[config.mk]
export PLATFORM = sky130hd
export DESIGN_NAME = status_flag_unit
export DESIGN_NICKNAME = d
export VERILOG_FILES = /design/src/rtl/status_flag_unit.sv
export SDC_FILE = /design/constraint.sdc
export NUM_CORES = 1
export LEC_CHECK = 0
export ABC_AREA = 1
export BUFFER_PORTS_ARGS = -buffer_cell sky130_fd_sc_hd__buf_2
export CAP_MARGIN = 20
export CORE_UTILIZATION = 33
export CTS_CLUSTER_DIAMETER = 40
export CTS_CLUSTER_SIZE = 40
export DETAILED_ROUTE_END_ITERATION = 12
export GPL_TIMING_DRIVEN = 0
export PLACE_DENSITY = 0.84
export SYNTH_ARGS = -nofsm -noshare
export SYNTH_HDL_FRONTEND = slang
export SYNTH_SLANG_ARGS = --single-unit
[constraint.sdc]
create_clock -name clk -period 0.8 [get_ports clk]
set_input_delay 0.08 -clock clk [delete_from_list [all_inputs] [get_ports clk]]
set_output_delay 0.08 -clock clk [all_outputs]
set_load 0.02 [all_outputs]
[src/rtl/status_flag_unit.sv]
// 6502 status register P: merges ALU flags, flag ops, stack pulls and interrupt entry.
// Latency: one cycle for P and undelayed I-mask updates. No backpressure; accepts one update per cycle.
module status_flag_unit #(
  parameter logic [7:0] RESET_P     = 8'h34,
  parameter int         DELAY_I_UPD = 1
) (
  input  logic       clk,
  input  logic       rst,
  input  logic [7:0] aluStatus,
  input  logic       aluUpdtEn,
  input  logic [7:0] aluMask,
  input  logic [2:0] flagOp,
  input  logic       pullEn,
  input  logic       pullIsRti,
  input  logic [7:0] pullData,
  input  logic       intEntry,
  input  logic       brkFlag,
  input  logic       instrDone,
  input  logic [2:0] branchSel,
  output logic [7:0] status,
  output logic [7:0] pushData,
  output logic       branchTaken,
  output logic       irqMask
);

  typedef enum logic [2:0] {
    OP_NOP = 3'd0,
    OP_CLC = 3'd1,
    OP_SEC = 3'd2,
    OP_CLI = 3'd3,
    OP_SEI = 3'd4,
    OP_CLV = 3'd5,
    OP_CLD = 3'd6,
    OP_SED = 3'd7
  } flag_op_t;

  localparam int BIT_C = 0;
  localparam int BIT_Z = 1;
  localparam int BIT_I = 2;
  localparam int BIT_D = 3;
  localparam int BIT_V = 6;
  localparam int BIT_N = 7;

  logic [7:0] p;
  logic [7:0] p_next;
  logic       irq_q;
  logic       pend_i;
  logic       i_imm;
  logic       i_dly;
  flag_op_t   op;

  assign op = flag_op_t'(flagOp);

  // Writers applied lowest priority first so later assignments win.
  always_comb begin
    p_next = p;
    if (aluUpdtEn) begin
      p_next = (p & ~aluMask) | (aluStatus & aluMask);
    end
    case (op)
      OP_CLC:  p_next[BIT_C] = 1'b0;
      OP_SEC:  p_next[BIT_C] = 1'b1;
      OP_CLI:  p_next[BIT_I] = 1'b0;
      OP_SEI:  p_next[BIT_I] = 1'b1;
      OP_CLV:  p_next[BIT_V] = 1'b0;
      OP_CLD:  p_next[BIT_D] = 1'b0;
      OP_SED:  p_next[BIT_D] = 1'b1;
      default: p_next = p_next;
    endcase
    if (pullEn) begin
      p_next = pullData;
    end
    if (intEntry) begin
      p_next[BIT_I] = 1'b1;
    end
    p_next[5:4] = 2'b11;
  end

  assign i_imm = intEntry | (pullEn & pullIsRti);
  assign i_dly = (DELAY_I_UPD != 0) && !i_imm &&
                 (pullEn || (op == OP_CLI) || (op == OP_SEI));

  always_ff @(posedge clk) begin
    if (rst) begin
      p      <= RESET_P | 8'h30;
      irq_q  <= RESET_P[BIT_I];
      pend_i <= 1'b0;
    end else begin
      p <= p_next;
      if (i_imm) begin
        irq_q  <= p_next[BIT_I];
        pend_i <= 1'b0;
      end else if (i_dly) begin
        // A new delayed write still lets an older pending copy resolve at this boundary.
        pend_i <= 1'b1;
        if (pend_i && instrDone) begin
          irq_q <= p[BIT_I];
        end
      end else if (pend_i && !instrDone) begin
        pend_i <= 1'b1;
      end else begin
        irq_q  <= p_next[BIT_I];
        pend_i <= 1'b0;
      end
    end
  end

  assign status   = p;
  assign irqMask  = irq_q;
  assign pushData = {p[7:6], 1'b1, brkFlag, p[3:0]};

  always_comb begin
    branchTaken = 1'b0;
    case (branchSel)
      3'd0:    branchTaken = ~p[BIT_N];
      3'd1:    branchTaken =  p[BIT_N];
      3'd2:    branchTaken = ~p[BIT_V];
      3'd3:    branchTaken =  p[BIT_V];
      3'd4:    branchTaken = ~p[BIT_C];
      3'd5:    branchTaken =  p[BIT_C];
      3'd6:    branchTaken = ~p[BIT_Z];
      default: branchTaken =  p[BIT_Z];
    endcase
  end

endmodule

; Yosys cells after proc, flatten, opt, wreduce, memory -nomap -nowiden
; Cells that the tools add are included.
; Widths: inputs -> output; s select.
[word_totals]
output_inout_bits = 18
ff_bits = 10
elab_cells = 61
[op_classes]
reduce_logical = 14
n_mux = 14
bitwise_logic = 10
n_eq_ne = 15
[ops]
columns = cell, count
row1 = $eq 3x3->1 const B, 7
row2 = $and 8x8->8, 2
row3 = $mux 8, 2
row4 = $eq 3x2->1 const B, 4
row5 = $mux 1, 8
row6 = $not 8->8, 1
row7 = $or 8x8->8, 1
row8 = $reduce_bool 4->1, 2
row9 = $pmux 1 s7, 1
row10 = $eq 3x1->1 const B, 2
row11 = $pmux 1 s2, 3
row12 = $not 1->1, 4
row13 = $logic_and 1x1->1, 3
row14 = $logic_not 3->1, 1
row15 = $ne 3x2->1 const B, 1
row16 = $ne 3x3->1 const B, 1
row17 = $reduce_bool 3->1, 1
row18 = $logic_not 1->1, 2
row19 = $logic_or 1x1->1, 2
row20 = $reduce_and 2->1, 1
row21 = $reduce_bool 2->1, 1
row22 = $reduce_or 2->1, 1
row23 = $and 1x1->1, 1
row24 = $or 1x1->1, 1

; Logic depth before layout (Yosys ltp)
; Gate-level depths: netlist of the first run.
[logic_depth]
depth_word = 10
mapped_depth = 8
mapped_depth_nobuf = 8

; Worst setup path after synthesis of the first run
; Ideal clock, no wire load.
[synth_path]
path_kind = flip-flop to output port
from = reg p[6] (netlist: status[6])
to = out branchTaken
required_time_ns = 0.720
path_slack_ns = -0.426
t_arrival_ns = 1.146
path_stages_with_launch = 5
path_cell_list = dfxtp_1 -> inv_1 -> a211oi_1 -> nor2_1 -> xor2_1
[synth_between]
elab_chain_cells = 2
[synth_rtl]
columns = element, line_no
row1 = "start, declared", 44  ; logic [7:0] p;
row2 = "start signal, assigned", 85  ; p <= RESET_P | 8'h30;
row3 = "start signal, assigned", 89  ; p <= p_next;
row4 = $not 1->1, 117  ; 3'd2: branchTaken = ~p[BIT_V];
row5 = $pmux 1 s7 *, 114  ; case (branchSel)
row6 = "end, declared", 22  ; output logic branchTaken,
; Every way passes the cells marked *; elsewhere a longest branch is shown, timed or not.

; Worst setup path after layout of the first run
[layout_path]
from = reg p[0] (netlist: status[0])
to = out branchTaken
[layout_between]
elab_chain_cells = 2
[layout_rtl]
columns = element, line_no
row1 = $not 1->1, 119  ; 3'd4: branchTaken = ~p[BIT_C];
row2 = $pmux 1 s7 *, 114
; Marks and branches as above.

==> flow_summary.toml, run 1 <==
[floorplanning]
dieArea_um2 = 2078
die_x_um = 45.59
io-pin-count = 56
fp.coreArea_um2 = 1745
die_y_um = 45.59
fp-row-count = 15
initial_core_util_pct = 35.91

[cts]
numCtsBuffers = 3
clockBufferDepth = 2
worstSkewPairLatency_ns = 0.26
cts_root_buffer = "clkbuf_4"
cts_sinks = 8
clkTransAtPathRegs_ns = 0.06
tritoncts = "built"
htree_levels = 1

[drt]
ant_nets = 0
wl_um = 2491
vias_per_cell = 4.967
route.vias.total = 909
avgRoutedWirePerCell_um = 13.61
drc = 0
dr.pass1.iters = 4
drt-initial-drc-count = 37

[cells_and_area]
layout_commonest_cell = "buf_2"
drive_above_1_share_pct = 65.82
fillCellCount = 118
multi_input_area_um2 = 414.1
area_delta_synth_final_pct = 94.61
antenna_cells = 0
final_cell_mix = "buf_2, buf_6, nand2_1"
fin_nets = 197
regArea_um2 = 185.2

[setup_path]
endpoint_kind = "primary output"
cp-start-kind = "register"
path_cells = "o21ai_2 > a21oi_2 > nor2_2 > xor2_2 > buf_6"
cp_max_fo = 3
worstSetupPathType = "reg2out"
path_buf_inv = 1
path_delay_family = "flip-flops"
crit_path_max_incr_delay_ns = 0.35
crit_cells = 5
critical_path_required_ns = 0.72
arrival_ns = 1.27
critPathSlowestCell = "dfxtp_4"
rr_worst_depth = 6

[yosys]
yosys.area_share.simple_pct = 35.13
yosys.area_share.adder_pct = 0
synth_compound_area_share_pct = 16.97
netlist_instances = 98
muxShareOfSynthArea_pct = 0
synth_top_family_by_area = "simple AND/OR/NAND/NOR gates"
synth_area_leader_cell = "dfxtp_1"
ys_types = 19
yosys.area_share.xor_xnor_pct = 1.397
synth_area_per_cell_um2 = 6.396
syn-cell-area_um2 = 626.9
synthTopCellsByArea = "dfxtp_1, buf_4, nand3_1"
ys_ff_latch = 8
seq_area_frac_synth_pct = 25.55
netlist.area_leader.share_pct = 25.55
yosysWarnings = 0

[sta]
rsz0062_at_grt = "yes"
period_share_pct = 168.9
min_period_ns = 1.351
setup_viol = 20
final.setup_skew_ns = 0.009324
drv_slew = 0
hold_violations = 0
fmax_ghz = 0.7401
final.setup.tns_ns = -3.073
setup_ws_ns = -0.5511
fin_worst_hold_slack_ns = 0.07910

[global_route]
antenna_found_initial = 0
grt_max_degree = 9
overflow = 0
first_global_vias = 846
track_usage_pct = 21.79
grt_pass1_wl_um = 3236

[worst_hold_path]
whs_path_depth = 3
hold_path.class = "in2reg"

[power]
vdd_drop_max_uv = 537.1
power.density_nw_per_um2 = 1206
leakage_nw = 0.5969

[placement]
io_buffers = 44
dp_hpwl_um = 1451
pre_cts_ws_ns = -0.2686
globalplace.congestion = 0.7836

[outcome]
violations = "negative setup slack"
status = "finished, violations left"

[run]
drv_cap = 0
[path summary, 6_finish.rpt]
path,startpoint,end,slack [ns]
worst max-delay path,status[0],branchTaken,-0.55
worst min-delay path,pullData[1],status[1],0.08
worst max register to register,status[0],status[0],-0.21
worst min register to register,irqMask,irqMask,0.46
[registers in the layout, summed over array words and instances, names as in the netlist]
name / flops
pend_i: 1
status: 6
irqMask: 1
[through the flow]
step	area [um2]	total power (W)	util, %	cells
finish	1220	0.001472	69.89	183
global route	1220	0.001542	69.89	183
CTS	1097	0.001355	62.87	176
detailed placement	923.4	0.0009030	52.90	169
global placement	923.4	0.0008881	52.90	169
floorplan	671.9	0.0007265	-	100
[what timing repair did]
item | CTS | global route
resized for setup | 41 | 23
setup endpoints to repair | 19 | 21
buffers inserted | 3 | 8
pin swaps | 6 | 11
hold buffers | 0 | 0
[kinds of logic after synthesis]
logic type	Yosys count
other	1
AO/OA/AOI/OAI	18
XOR/XNOR	1
AND/OR/NAND/NOR	47
buffers and inverters	23
flip-flops	8
[Yosys cell counts, drive strengths merged]
cell type / instances
inv: 12
buf: 11
a21oi: 6
o21ai: 5
dfxtp: 8
nand2: 20
conb: 1
nand3: 19
nor2: 7
xor2: 1
a31oi: 4
o211ai: 2
a211oi: 1
or2: 1
[worst min-delay path, stage by stage]
cell,delay [ns]
buf_2,0.10
nand2_1,0.05
a31oi_1,0.07
[cell type report]
type                            count  area share [%]
Timing Repair Buffer               54           33.85
Sequential cell                     8           15.18
Inverter                           12           3.692
Tap cell                           25           2.564
Multi-Input combinational cell     69           33.95
Buffer                             11           8.615
Clock buffer                        4           2.154
[per-layer routing]
metal  vias up  GRT usage (%)  share of wire [%]
met4         0          12.73                2.8
met2        54          41.14                 52
met1       414          20.53                 37
met3         9          5.952                7.9
li1        432              -                  -
met5         -              0                  0
[report_power, final]
part,switching [W],leakage [nW],internal [W]
clock,0.000161,0.0150,0.000192
combinational,0.000331,0.513,0.000336
sequential,0.0000287,0.0694,0.000423
total,0.000520,0.597,0.000952
Power figures use the tool's default switching activity.
==> inputs of run 2 (changes only) <==
--- a/config.mk
+++ b/config.mk
@@ -5,15 +5,14 @@
 export SDC_FILE = /design/constraint.sdc
 export NUM_CORES = 1
 export LEC_CHECK = 0
-export ABC_AREA = 1
 export BUFFER_PORTS_ARGS = -buffer_cell sky130_fd_sc_hd__buf_2
 export CAP_MARGIN = 20
-export CORE_UTILIZATION = 33
+export CORE_UTILIZATION = 37
 export CTS_CLUSTER_DIAMETER = 40
 export CTS_CLUSTER_SIZE = 40
 export DETAILED_ROUTE_END_ITERATION = 12
 export GPL_TIMING_DRIVEN = 0
-export PLACE_DENSITY = 0.84
+export PLACE_DENSITY = 0.86
 export SYNTH_ARGS = -nofsm -noshare
 export SYNTH_HDL_FRONTEND = slang
 export SYNTH_SLANG_ARGS = --single-unit
==> constraint.sdc (replaced) <==
create_clock -name clk -period 1.35 [get_ports clk]
set_input_delay 0.135 -clock clk [delete_from_list [all_inputs] [get_ports clk]]
set_output_delay 0.135 -clock clk [all_outputs]
set_load 0.02 [all_outputs]
==> flow_summary.toml, run 2 <==
[setup_path]
arrival_ns = 1.35
rr_worst_depth = 4
r2r_setup_slack_ns = 0.13
r2r_start = "status[2]"
critPathLaunch = "status[0]"
critical_path_required_ns = 1.22
cp-start-kind = "register"
worstReg2RegEnd = "irqMask"
endpoint_kind = "primary output"
worstSetupPathType = "reg2out"
cp_max_fo = 2

[cells_and_area]
final_util_pct = 58.32
drive_above_1_share_pct = 57.78
final_cell_mix = "buf_2, buf_4, nand2_1"
fillCellCount = 169
final_cells = 160
area_delta_synth_final_pct = 47.68
antenna_cells = 0
regArea_um2 = 165.2
fin_nets = 175
multi_input_area_um2 = 421.7
largest_register_ffs = 6
layout_commonest_cell = "buf_2"

[cts]
cts_sinks = 8
htree_levels = 1
clockBufferDepth = 2
hold_buffers = 0
cts_root_buffer = "clkbuf_4"
numCtsBuffers = 3
worstSkewPairLatency_ns = 0.26
tritoncts = "built"
clkTransAtPathRegs_ns = 0.06

[yosys]
seq_area_frac_synth_pct = 23.75
synthFlopType = "dfxtp_1"
synth_area_per_cell_um2 = 8.125
netlist.area_leader.share_pct = 23.75
ys_top_cells_by_count = "buf_4, dfxtp_1, nand2_1"
netlist_instances = 83
async_flop_share_pct = 0
synth.most_common_cell = "buf_4"
yosysWarnings = 0
syn-cell-area_um2 = 674.4
synth_edf_count = 0
ys_ff_latch = 8
ys_types = 36
synthTopCellsByArea = "dfxtp_1, buf_4, a21oi_1"
synth_area_leader_cell = "dfxtp_1"

[floorplanning]
dieArea_um2 = 1998
fp.coreArea_um2 = 1708
io-pin-count = 56
fp-row-count = 15
die_y_um = 44.70
initial_core_util_pct = 39.49
die_x_um = 44.70

[placement]
io_buffers = 43
globalplace.congestion = 0.7338
pre_cts_ws_ns = 0.09232
dpl.cell_count = 153
dp_hpwl_um = 1380

[drt]
drt-initial-drc-count = 20
drc = 0
vias_per_cell = 5.200
ant_nets = 0
wl_um = 1959
route.vias.total = 832
dr.pass1.iters = 4
avgRoutedWirePerCell_um = 12.24

[power]
leakage_nw = 0.4996
vdd_drop_max_uv = 548.7
fin_total_pwr_w = 0.0007564
power.density_nw_per_um2 = 759.5

[sta]
hold_violations = 0
final.setup_skew_ns = 0.0002703
fin_worst_hold_slack_ns = 0.1124
rsz0062_at_grt = "yes"
min_period_ns = 1.484
drv_slew = 0
setup_viol = 1
fmax_ghz = 0.6738
setup_ws_ns = -0.1342
period_share_pct = 109.9

[worst_hold_path]
hp-start = "pullData[6]"
hold_path_end = "status[6]"
hold_path.class = "in2reg"
whs_path_depth = 3

[outcome]
violations = "negative setup slack"
status = "finished, violations left"

[run]
drv_cap = 0

[global_route]
overflow = 0
grt_pass1_wl_um = 2980
first_global_vias = 758
antenna_found_initial = 0
track_usage_pct = 19.82
grt_max_degree = 11
[run 2: changes by cell type after synthesis, moves of 3 or more]
cell and delta:
nand3_1 -12, nand2_1 -11, inv_1 -8, nor2_1 -5, a311oi_1 +3, nand3_2 -3
nor3_1 +3
[run 2: layer usage]
layer / up-vias / track usage, % / part of all wire (%)
li1: 396 / - / -
met1: 388 / 20.69 / 39
met2: 46 / 38.24 / 51
met3: 2 / 4.800 / 9.7
met4: 0 / 6.667 / 0.15
met5: - / 0 / 0
[run 2: cell type report]
class	count	area share, %
multi-input combinational	61	42.34
timing repair buffer	47	24.87
sequential	8	16.58
buffer	14	10.05
tap	25	3.141
clock buffer	3	2.261
inverter	2	0.7538
[run 2: how the worst max path moves through the flow]
stage,endpoint,slack [ns],depth (start not counted)
floorplan,branchTaken,0.07,2
global placement,irqMask,0.12,5
detailed placement,irqMask,0.09,5
CTS,branchTaken,-0.13,3
global route,branchTaken,-0.18,3
finish,branchTaken,-0.13,3
[run 2: logic make-up (layout without fill, tap and decap cells)]
| logic type | after synthesis | count (layout) | share of synthesized area (%) |
|---|---|---|---|
| AO/OA/AOI/OAI | 28 | 28 | 31.36 |
| XOR/XNOR | 1 | 1 | 1.299 |
| buffers and inverters | 16 | 66 | 15.95 |
| flip-flops | 8 | 8 | 23.75 |
| multiplexers | 3 | 3 | 6.308 |
| other | 1 | 3 | 0.5561 |
| AND/OR/NAND/NOR | 26 | 26 | 20.78 |
[run 2: report_power, final]
part	total [W]	switching, W	internal [W]
registers	0.000266	0.0000125	0.000254
logic	0.000298	0.000153	0.000145
clock network	0.000192	0.0000895	0.000102
total	0.000756	0.000255	0.000501
[run 2: what timing repair did]
item | CTS | global route
buffers inserted | 4 | 0
gates resized for setup | 5 | 0
endpoints found under the setup margin | 1 | 1
pin swaps | 0 | 0
[run 2: metrics by stage]
stage               TNS, ns  area, um2
finish              -0.1342      996.0
global route        -0.1758      996.0
CTS                 -0.1349      996.0
detailed placement        0      935.9
global placement          0      935.9
floorplan                 0      689.4
[run 2: critical path, stage by stage (launching register included)]
cell and delay (ns):
dfxtp_2 0.32, mux4_2 0.48, xnor2_2 0.14, buf_4 0.15
==> inputs of run 3 (changes only) <==
--- a/config.mk
+++ b/config.mk
@@ -5,14 +5,16 @@
 export SDC_FILE = /design/constraint.sdc
 export NUM_CORES = 1
 export LEC_CHECK = 0
+export ABC_AREA = 1
 export BUFFER_PORTS_ARGS = -buffer_cell sky130_fd_sc_hd__buf_2
 export CAP_MARGIN = 20
-export CORE_UTILIZATION = 37
+export CORE_ASPECT_RATIO = 1.2
+export CORE_UTILIZATION = 36
 export CTS_CLUSTER_DIAMETER = 40
 export CTS_CLUSTER_SIZE = 40
 export DETAILED_ROUTE_END_ITERATION = 12
 export GPL_TIMING_DRIVEN = 0
-export PLACE_DENSITY = 0.86
+export PLACE_DENSITY = 0.87
 export SYNTH_ARGS = -nofsm -noshare
 export SYNTH_HDL_FRONTEND = slang
 export SYNTH_SLANG_ARGS = --single-unit
==> flow_summary.toml, run 3 (synthesis results as in run 1) <==
[placement]
dp_hpwl_um = 1353
dpl_cell_area_um2 = 877.1
globalplace.congestion = 0.6910
pre_cts_ws_ns = 0.2239
io_buffers = 44
dpl.cell_count = 162

[global_route]
grt_pass1_wl_um = 2297
overflow = 0
antenna_found_initial = 0
first_global_vias = 600
grt_max_degree = 9
track_usage_pct = 18.25

[setup_path]
worstSetupPathType = "reg2out"
arrival_ns = 1.20
worstReg2RegEnd = "status[3]"
path_cells = "inv_2 > a211oi_2 > nor2_1 > xor2_1 > buf_4"
cp_max_fo = 4
r2r_start = "status[3]"
critPathLaunch = "status[6]"
endpoint_kind = "primary output"
r2r_setup_slack_ns = 0.44
cp-start-kind = "register"
critPathSlowestCell = "dfxtp_2"
crit_path_max_incr_delay_ns = 0.36
rr_worst_depth = 6
critical_path_required_ns = 1.22

[cts]
cts_sinks = 8
tritoncts = "built"
htree_levels = 1
numCtsBuffers = 3
clockBufferDepth = 2
hold_buffers = 0
clkTransAtPathRegs_ns = 0.06
worstSkewPairLatency_ns = 0.26
cts_root_buffer = "clkbuf_4"

[drt]
route.vias.total = 809
vias_per_cell = 4.903
wl_um = 1663
avgRoutedWirePerCell_um = 10.08
drt-initial-drc-count = 3
ant_nets = 0
dr.pass1.iters = 4
drc = 0

[floorplanning]
io-pin-count = 56
dieArea_um2 = 1913
fp-row-count = 16
die_y_um = 47.71
die_x_um = 40.09
initial_core_util_pct = 38.66
fp.coreArea_um2 = 1622

[cells_and_area]
design_area_um2 = 914.6
area_delta_synth_final_pct = 45.91
final_cells = 165
layout_commonest_cell = "buf_2"
antenna_cells = 0
drive_above_1_share_pct = 48.98
fin_nets = 187
largest_register_ffs = 6
final_cell_mix = "buf_2, nand2_1, nand3_1"

[worst_hold_path]
hold_path_end = "status[2]"
hold_path.class = "in2reg"
whs_path_depth = 3
hp-start = "intEntry"

[sta]
rsz0062_at_grt = "yes"
final.setup.tns_ns = 0
final.setup_skew_ns = 0.005337
fmax_ghz = 0.7516
setup_ws_ns = 0.01942
drv_slew = 0
fin_worst_hold_slack_ns = 0.1297
hold_violations = 0
period_share_pct = 98.56
min_period_ns = 1.331
setup_viol = 0

[power]
vdd_drop_max_uv = 373.7
leakage_nw = 0.4943
power.density_nw_per_um2 = 785.9

[outcome]
status = "completed"

[run]
drv_cap = 0
==> run 3: cell count changes in the layout (fill, tap and decap cells not counted), sizes merged, moves of 5 or more <==
cell   previous run  this run
nor2              2         7
inv               2        12
nand3             4        19
buf              61        55
nand2             8        20
==> run 3: timing repair <==
action,in CTS,in global routing
pin swaps,1,3
gates resized for setup,4,4
buffers inserted,0,0
endpoints found under the setup margin,1,1
hold endpoints to repair,0,0
==> run 3: per-stage QoR <==
stage	utilization (%)	total power (W)
detailed placement	54.09	0.0005285
floorplan	-	0.0004277
CTS	56.10	0.0007198
global route	56.40	0.0007683
global placement	54.09	0.0005214
finish	56.40	0.0007188
==> run 3: how the worst max path moves through the flow <==
| stage | cells after the start | slack [ns] | end |
|---|---|---|---|
| final | 5 | 0.02 | branchTaken |
| after CTS | 5 | 0.008 | branchTaken |
| after floorplan | 4 | 0.07 | branchTaken |
| after global routing | 5 | -0.03 | branchTaken |
| after detailed placement | 5 | 0.22 | branchTaken |
| after global placement | 5 | 0.26 | branchTaken |
==> run 3: area by class of cell <==
type | instances | area, um2
buffer | 11 | 82.58
clock buffer | 3 | 22.52
fill | 160 | 706.9
inverter | 12 | 45.04
multi-input combinational | 69 | 354.1
sequential | 8 | 165.2
tap | 18 | 22.52
timing repair buffer | 44 | 222.7
==> run 3: layer usage <==
| metal | vias to the layer above | GRT usage (%) | routed length, um |
|---|---|---|---|
| met5 | - | 0 | 0 |
| met4 | 0 | 10.34 | 14 |
| met3 | 2 | 5.581 | 150 |
| met2 | 41 | 33.55 | 818 |
| met1 | 353 | 17.43 | 680 |
| li1 | 413 | - | - |
==> run 3: power breakdown <==
group          switching, W  internal, W  leakage, nW  total, W
sequential        0.0000152     0.000255       0.0675  0.000270
clock             0.0000843     0.000102       0.0138  0.000186
combinational      0.000147     0.000116        0.413  0.000262
total              0.000246     0.000473        0.494  0.000719
==> run 3: critical path: cells and delay by family (launching register included) <==
family,cells,cell delay (ns)
flops,1,0.36
buf+inv,2,0.20
compound gates,1,0.16
xor+xnor,1,0.15
simple gates,1,0.07
